==> src/rtl/axis_seq_source.sv <==
// AXI4-Stream master emitting fixed-length packets of sequence-numbered beats,
// with a programmable inter-packet gap and accepted beat/packet counters.
module axis_seq_source #(
    parameter int unsigned            TDATA_BITS = 32,
    parameter int unsigned            PKT_LEN    = 16,
    parameter int unsigned            GAP_CYCLES = 4,
    parameter logic [TDATA_BITS-1:0]  SEQ_INIT   = '0
) (
    input  logic                  aclk,
    input  logic                  aresetn,
    input  logic                  enable,
    output logic [TDATA_BITS-1:0] m_axis_tdata,
    output logic                  m_axis_tvalid,
    input  logic                  m_axis_tready,
    output logic                  m_axis_tlast,
    output logic                  busy,
    output logic [31:0]           beat_count,
    output logic [31:0]           pkt_count
);

    localparam int unsigned CNT_BITS = 16;
    localparam int unsigned CTR_BITS = 32;

    localparam logic [1:0] ST_IDLE = 2'd0;
    localparam logic [1:0] ST_SEND = 2'd1;
    localparam logic [1:0] ST_GAP  = 2'd2;

    localparam logic [CNT_BITS-1:0] LAST_IDX = CNT_BITS'(PKT_LEN - 1);
    localparam logic [CNT_BITS-1:0] GAP_LAST = CNT_BITS'((GAP_CYCLES > 0) ? GAP_CYCLES - 1 : 0);
    localparam logic                FIRST_IS_LAST = (PKT_LEN == 1);
    localparam logic                HAS_GAP       = (GAP_CYCLES > 0);

    logic [1:0]            state_q,      state_d;
    logic                  tvalid_q,     tvalid_d;
    logic                  tlast_q,      tlast_d;
    logic [TDATA_BITS-1:0] tdata_q,      tdata_d;
    logic                  busy_q,       busy_d;
    logic [TDATA_BITS-1:0] seq_q,        seq_d;
    logic [CNT_BITS-1:0]   beat_idx_q,   beat_idx_d;
    logic [CNT_BITS-1:0]   gap_cnt_q,    gap_cnt_d;
    logic [CTR_BITS-1:0]   beat_count_q, beat_count_d;
    logic [CTR_BITS-1:0]   pkt_count_q,  pkt_count_d;

    logic                  hs_c;
    logic [TDATA_BITS-1:0] next_seq_c;
    logic [CNT_BITS-1:0]   next_idx_c;

    assign hs_c       = tvalid_q & m_axis_tready;
    assign next_seq_c = seq_q + TDATA_BITS'(1);
    assign next_idx_c = beat_idx_q + CNT_BITS'(1);

    // State register; reset aborts any packet in flight.
    always_ff @(posedge aclk) begin
        if (!aresetn) begin
            state_q      <= ST_IDLE;
            tvalid_q     <= 1'b0;
            tlast_q      <= 1'b0;
            tdata_q      <= SEQ_INIT;
            busy_q       <= 1'b0;
            seq_q        <= SEQ_INIT;
            beat_idx_q   <= '0;
            gap_cnt_q    <= '0;
            beat_count_q <= '0;
            pkt_count_q  <= '0;
        end else begin
            state_q      <= state_d;
            tvalid_q     <= tvalid_d;
            tlast_q      <= tlast_d;
            tdata_q      <= tdata_d;
            busy_q       <= busy_d;
            seq_q        <= seq_d;
            beat_idx_q   <= beat_idx_d;
            gap_cnt_q    <= gap_cnt_d;
            beat_count_q <= beat_count_d;
            pkt_count_q  <= pkt_count_d;
        end
    end

    // Next-state and registered-output logic.
    always_comb begin
        state_d      = state_q;
        tvalid_d     = tvalid_q;
        tlast_d      = tlast_q;
        tdata_d      = tdata_q;
        seq_d        = seq_q;
        beat_idx_d   = beat_idx_q;
        gap_cnt_d    = gap_cnt_q;
        beat_count_d = beat_count_q;
        pkt_count_d  = pkt_count_q;

        case (state_q)
            ST_IDLE: begin
                if (enable) begin
                    state_d    = ST_SEND;
                    tvalid_d   = 1'b1;
                    tdata_d    = seq_q;
                    beat_idx_d = '0;
                    tlast_d    = FIRST_IS_LAST;
                end
            end

            ST_SEND: begin
                // tdata/tlast only move on a handshake, so stalls hold them stable.
                if (hs_c) begin
                    seq_d        = next_seq_c;
                    beat_count_d = beat_count_q + CTR_BITS'(1);
                    if (!tlast_q) begin
                        beat_idx_d = next_idx_c;
                        tlast_d    = (next_idx_c == LAST_IDX);
                        tdata_d    = next_seq_c;
                    end else begin
                        pkt_count_d = pkt_count_q + CTR_BITS'(1);
                        if (HAS_GAP) begin
                            state_d   = ST_GAP;
                            tvalid_d  = 1'b0;
                            tlast_d   = 1'b0;
                            gap_cnt_d = '0;
                        end else if (enable) begin
                            beat_idx_d = '0;
                            tlast_d    = FIRST_IS_LAST;
                            tdata_d    = next_seq_c;
                        end else begin
                            state_d  = ST_IDLE;
                            tvalid_d = 1'b0;
                            tlast_d  = 1'b0;
                        end
                    end
                end
            end

            ST_GAP: begin
                gap_cnt_d = gap_cnt_q + CNT_BITS'(1);
                if (gap_cnt_q == GAP_LAST) begin
                    if (enable) begin
                        state_d    = ST_SEND;
                        tvalid_d   = 1'b1;
                        tdata_d    = seq_q;
                        beat_idx_d = '0;
                        tlast_d    = FIRST_IS_LAST;
                    end else begin
                        state_d = ST_IDLE;
                    end
                end
            end

            default: begin
                state_d  = ST_IDLE;
                tvalid_d = 1'b0;
                tlast_d  = 1'b0;
            end
        endcase

        busy_d = (state_d != ST_IDLE);
    end

    assign m_axis_tdata  = tdata_q;
    assign m_axis_tvalid = tvalid_q;
    assign m_axis_tlast  = tlast_q;
    assign busy          = busy_q;
    assign beat_count    = beat_count_q;
    assign pkt_count     = pkt_count_q;

endmodule

==> config.mk <==
export PLATFORM = sky130hd
export DESIGN_NAME = axis_seq_source
export DESIGN_NICKNAME = d
export VERILOG_FILES = /design/src/rtl/axis_seq_source.sv
export SDC_FILE = /design/constraint.sdc
export NUM_CORES = 1
export LEC_CHECK = 0
export ABC_AREA = 0
export CAP_MARGIN = 15
export CORE_MARGIN = 3
export CORE_UTILIZATION = 50
export DETAILED_ROUTE_END_ITERATION = 6
export PLACE_DENSITY = 0.76
export SLEW_MARGIN = 25
export SYNTH_ARGS = -nofsm -noshare
export SYNTH_HDL_FRONTEND = slang
export SYNTH_SLANG_ARGS = --single-unit
==> constraint.sdc <==
create_clock -name aclk -period 2.52 [get_ports aclk]
set_input_delay 0.252 -clock aclk [delete_from_list [all_inputs] [get_ports aclk]]
set_output_delay 0.252 -clock aclk [all_outputs]
set_load 0.02 [all_outputs]
==> results.ini <==
[yosys]
synth-adder-area-share_pct = 0.943
synth.yosys.warnings = 0
synth_top_family_by_area = simple AND/OR/NAND/NOR gates
synth-simple-area-share_pct = 28.9
netlist_instances = 967
synth_fp_nets = 977
synth_edf_count = 0
synth.avg_cell_area_um2 = 8.24
synth_seq_area_share_pct = 41.5
netlist_area_um2 = 7970
synth_compound_area_share_pct = 12.5
synthFlopType = dfxtp_1
synthXorXnorAreaFrac_pct = 12.5
ys_ff_latch = 165
yosysUniqueCellTypes = 54
synthMuxAreaShare_pct = 0.126
synthArstFlopShare_pct = 0

[sta]
finalSetupTns_ns = 0
finalHoldViolCount = 0
min_period_over_period_pct = 91.9
fmax_mhz = 432
rsz0062_at_grt = false
tightest_slew_ns = 0.664
relSlewSlack_pct = 55.3
hold_ws_ns = 0.497
layout_min_cycle_time_ns = 2.32
fin_skew_ns = 0.00606
report.final.setup_viol = 0
final_max_slew_viol_count = 0

[finish]
final_layout_size_suffix_gt1_share_pct = 7.89
final_nets = 1088
fill_cells = 1304
area_growth_pct = 24.6
fin_util_pct = 64.5
diodes = 0

[critical_path]
critical_path_class = register to register
cp_num_buf_inv = 1
crit_arrival_ns = 2.63
cp_cell_sequence = ha_1 > or4b_1 > o41ai_4 > a21boi_4 > buf_4 > a21oi_1 > o21a_1
path_max_fanout = 15
path_delay_family = compound AO/OA/AOI/OAI gates
worstSetupEndpointType = register
reg2reg_slack_ns = 0.20
startpoint_type = register
slowest_stage = or4b_1
crit_required_ns = 2.83
max_stage_delay_ns = 0.50

[routing]
postRouteAntennaNets = 0
vias = 7263
wirelength_um = 19300
routedWlPerCell_um = 14.8
vias_per_cell = 5.58
drc = 0
drt-pass1-iter-count = 4
first_iter_violations = 472

[clock_network]
post_cts_buffers = 0
cts_max_level = 4
cts_hold_buf = 0
clkTransAtPathRegs_ns = 0.06
clock_latency_ns = 0.42
root_buffer = clkbuf_16
cts_resized = 0
cts_buffers = 17
cts_sinks = 165
cts_tree = done
cts_max_path_buffers = 2

[placement]
gp_congestion = 0.859
dpl.hpwl_um = 13400
io_buffer_count = 102

[floorplan]
start_util_pct = 51.8
row_count = 45
io_pins = 103
dieArea_um2 = 17500
core_area_um2 = 15400
die_h_um = 132
die_x_um = 132

[global_route]
grt_pass1_vias = 6836
antenna_found_initial = 0
gr-usage-all-layers_pct = 21.9
grt_pass1_wl_um = 32600
grt_max_degree = 52
grt_remaining_overflow = 0

[power]
irDropWorstVdd_uv = 466
cellPowerDensity_nw_per_um2 = 560
leakage_nw = 3.20

[min_path]
min_path_type = register to register

[job]
cap_viol_max_count = 0

[run_status]
outcome = finished, final reports clean

cell type report:
| cell class | instances | area, um2 | area share (%) |
|---|---|---|---|
| inverter | 17 | 65.1 | 0.656 |
| sequential | 165 | 3300 | 33.3 |
| tap | 211 | 264 | 2.66 |
| clock inverter | 9 | 104 | 1.05 |
| multi-input combinational | 735 | 4390 | 44.2 |
| clock buffer | 22 | 464 | 4.68 |
| timing repair buffer | 142 | 1330 | 13.4 |
kinds of logic (layout without fill, tap and decap cells):
kind of cell,count (synthesis),count (layout)
AO/OA/AOI/OAI,167,167
XOR/XNOR,114,114
adder cells (fa/ha/maj),6,6
buffers and inverters,67,190
flip-flops,165,165
multiplexers,1,1
AND/OR/NAND/NOR,447,447
through the flow:
step / power, mW / std cells / setup WS (ns) / cell area, um2
floorplan: 2.95 / 967 / 0.116 / 7970
detailed placement: 3.10 / 1270 / 0.164 / 9350
CTS: 5.61 / 1301 / 0.185 / 9920
global placement: 3.10 / 1270 / 0.206 / 9350
global route: 5.74 / 1301 / 0.0354 / 9920
finish: 5.55 / 1301 / 0.203 / 9920
placed cells by master (no fill, tap or decap), types with 5 or more instances in the layout:
cell / netlist / final
clkbuf_16: 0 / 17
inv_1: 16 / 16
or2_2: 5 / 5
and4_1: 14 / 14
clkinv_2: 0 / 5
or3_1: 25 / 25
a31oi_1: 9 / 9
dfxtp_1: 165 / 165
and2_1: 13 / 13
nand3_1: 49 / 49
and3_1: 11 / 11
xor2_1: 52 / 52
ha_1: 6 / 6
a21oi_1: 65 / 65
clkdlybuf4s50_1: 0 / 102
or4_1: 9 / 9
xnor2_1: 62 / 62
o21ai_0: 59 / 59
a211oi_2: 7 / 7
nor3_1: 30 / 30
nor2_1: 123 / 123
nand4_1: 44 / 44
buf_4: 1 / 39
nand2_1: 70 / 70
o31ai_1: 6 / 6
nor4_1: 31 / 31
per-layer routing:
| layer | wire (um) | up-vias | global-route usage, % |
|---|---|---|---|
| met3 | 690 | 23 | 4.08 |
| li1 | - | 3658 | - |
| met4 | 344 | 0 | 6.99 |
| met2 | 9220 | 148 | 36.7 |
| met5 | 0 | - | 0 |
| met1 | 9070 | 3434 | 28.6 |
worst min-delay path: cells and delay by family, from the launching register on:
family | cells | cell delay (ns)
flip-flops | 1 | 0.33
AND/OR/NAND/NOR | 1 | 0.06
AO/OA/AOI/OAI | 1 | 0.05
power breakdown:
group	internal (mW)	total, mW	switching (mW)
combinational	0.140	0.361	0.221
clock	1.50	2.51	1.01
sequential	2.66	2.68	0.0279
cells in the mapped netlist (all sizes together), types with 2 or more instances:
master | count | area (um2)
a31oi | 9 | 56.3
nand3 | 49 | 245
nand4b | 4 | 35.0
o21a | 4 | 30.0
or2 | 6 | 37.5
nor3 | 31 | 160
nor2 | 123 | 462
buf | 9 | 62.6
nand2 | 70 | 263
xor2 | 52 | 455
clkbuf | 41 | 156
o31a | 2 | 17.5
nor3b | 2 | 15.0
dfxtp | 165 | 3300
inv | 17 | 63.8
or4 | 10 | 78.8
and3 | 11 | 68.8
o31ai | 6 | 45.0
o211ai | 4 | 30.0
xnor2 | 62 | 543
nor2b | 3 | 18.8
or3 | 25 | 156
a21oi | 65 | 325
nand2b | 4 | 25.0
nor4 | 31 | 194
nand3b | 4 | 30.0
and4 | 14 | 123
a211oi | 10 | 110
ha | 6 | 75.1
o21ai | 59 | 295
or4b | 2 | 20.0
and2 | 13 | 81.3
nand4 | 44 | 275
flip-flops by register name, summed over array words and instances, names as in the netlist:
| register | cells |
|---|---|
| pkt_count | 32 |
| beat_idx_q | 16 |
| m_axis_tlast | 1 |
| busy | 1 |
| beat_count | 32 |
| m_axis_tvalid | 1 |
| gap_cnt_q | 16 |
| seq_q | 32 |
| state_q | 2 |
| m_axis_tdata | 32 |
final timing paths:
| path | from | end | cells past startpoint |
|---|---|---|---|
| setup / recovery | gap_cnt_q[0]$_SDFFE_PN0P_ | beat_idx_q[7]$_SDFFE_PN0P_ | 7 |
| setup reg to reg | gap_cnt_q[0]$_SDFFE_PN0P_ | beat_idx_q[7]$_SDFFE_PN0P_ | 7 |
| hold reg to reg | beat_count[1]$_SDFFE_PN0P_ | beat_count[1]$_SDFFE_PN0P_ | 2 |
| hold / removal | beat_count[1]$_SDFFE_PN0P_ | beat_count[1]$_SDFFE_PN0P_ | 2 |
Power figures use the tool's default switching activity.
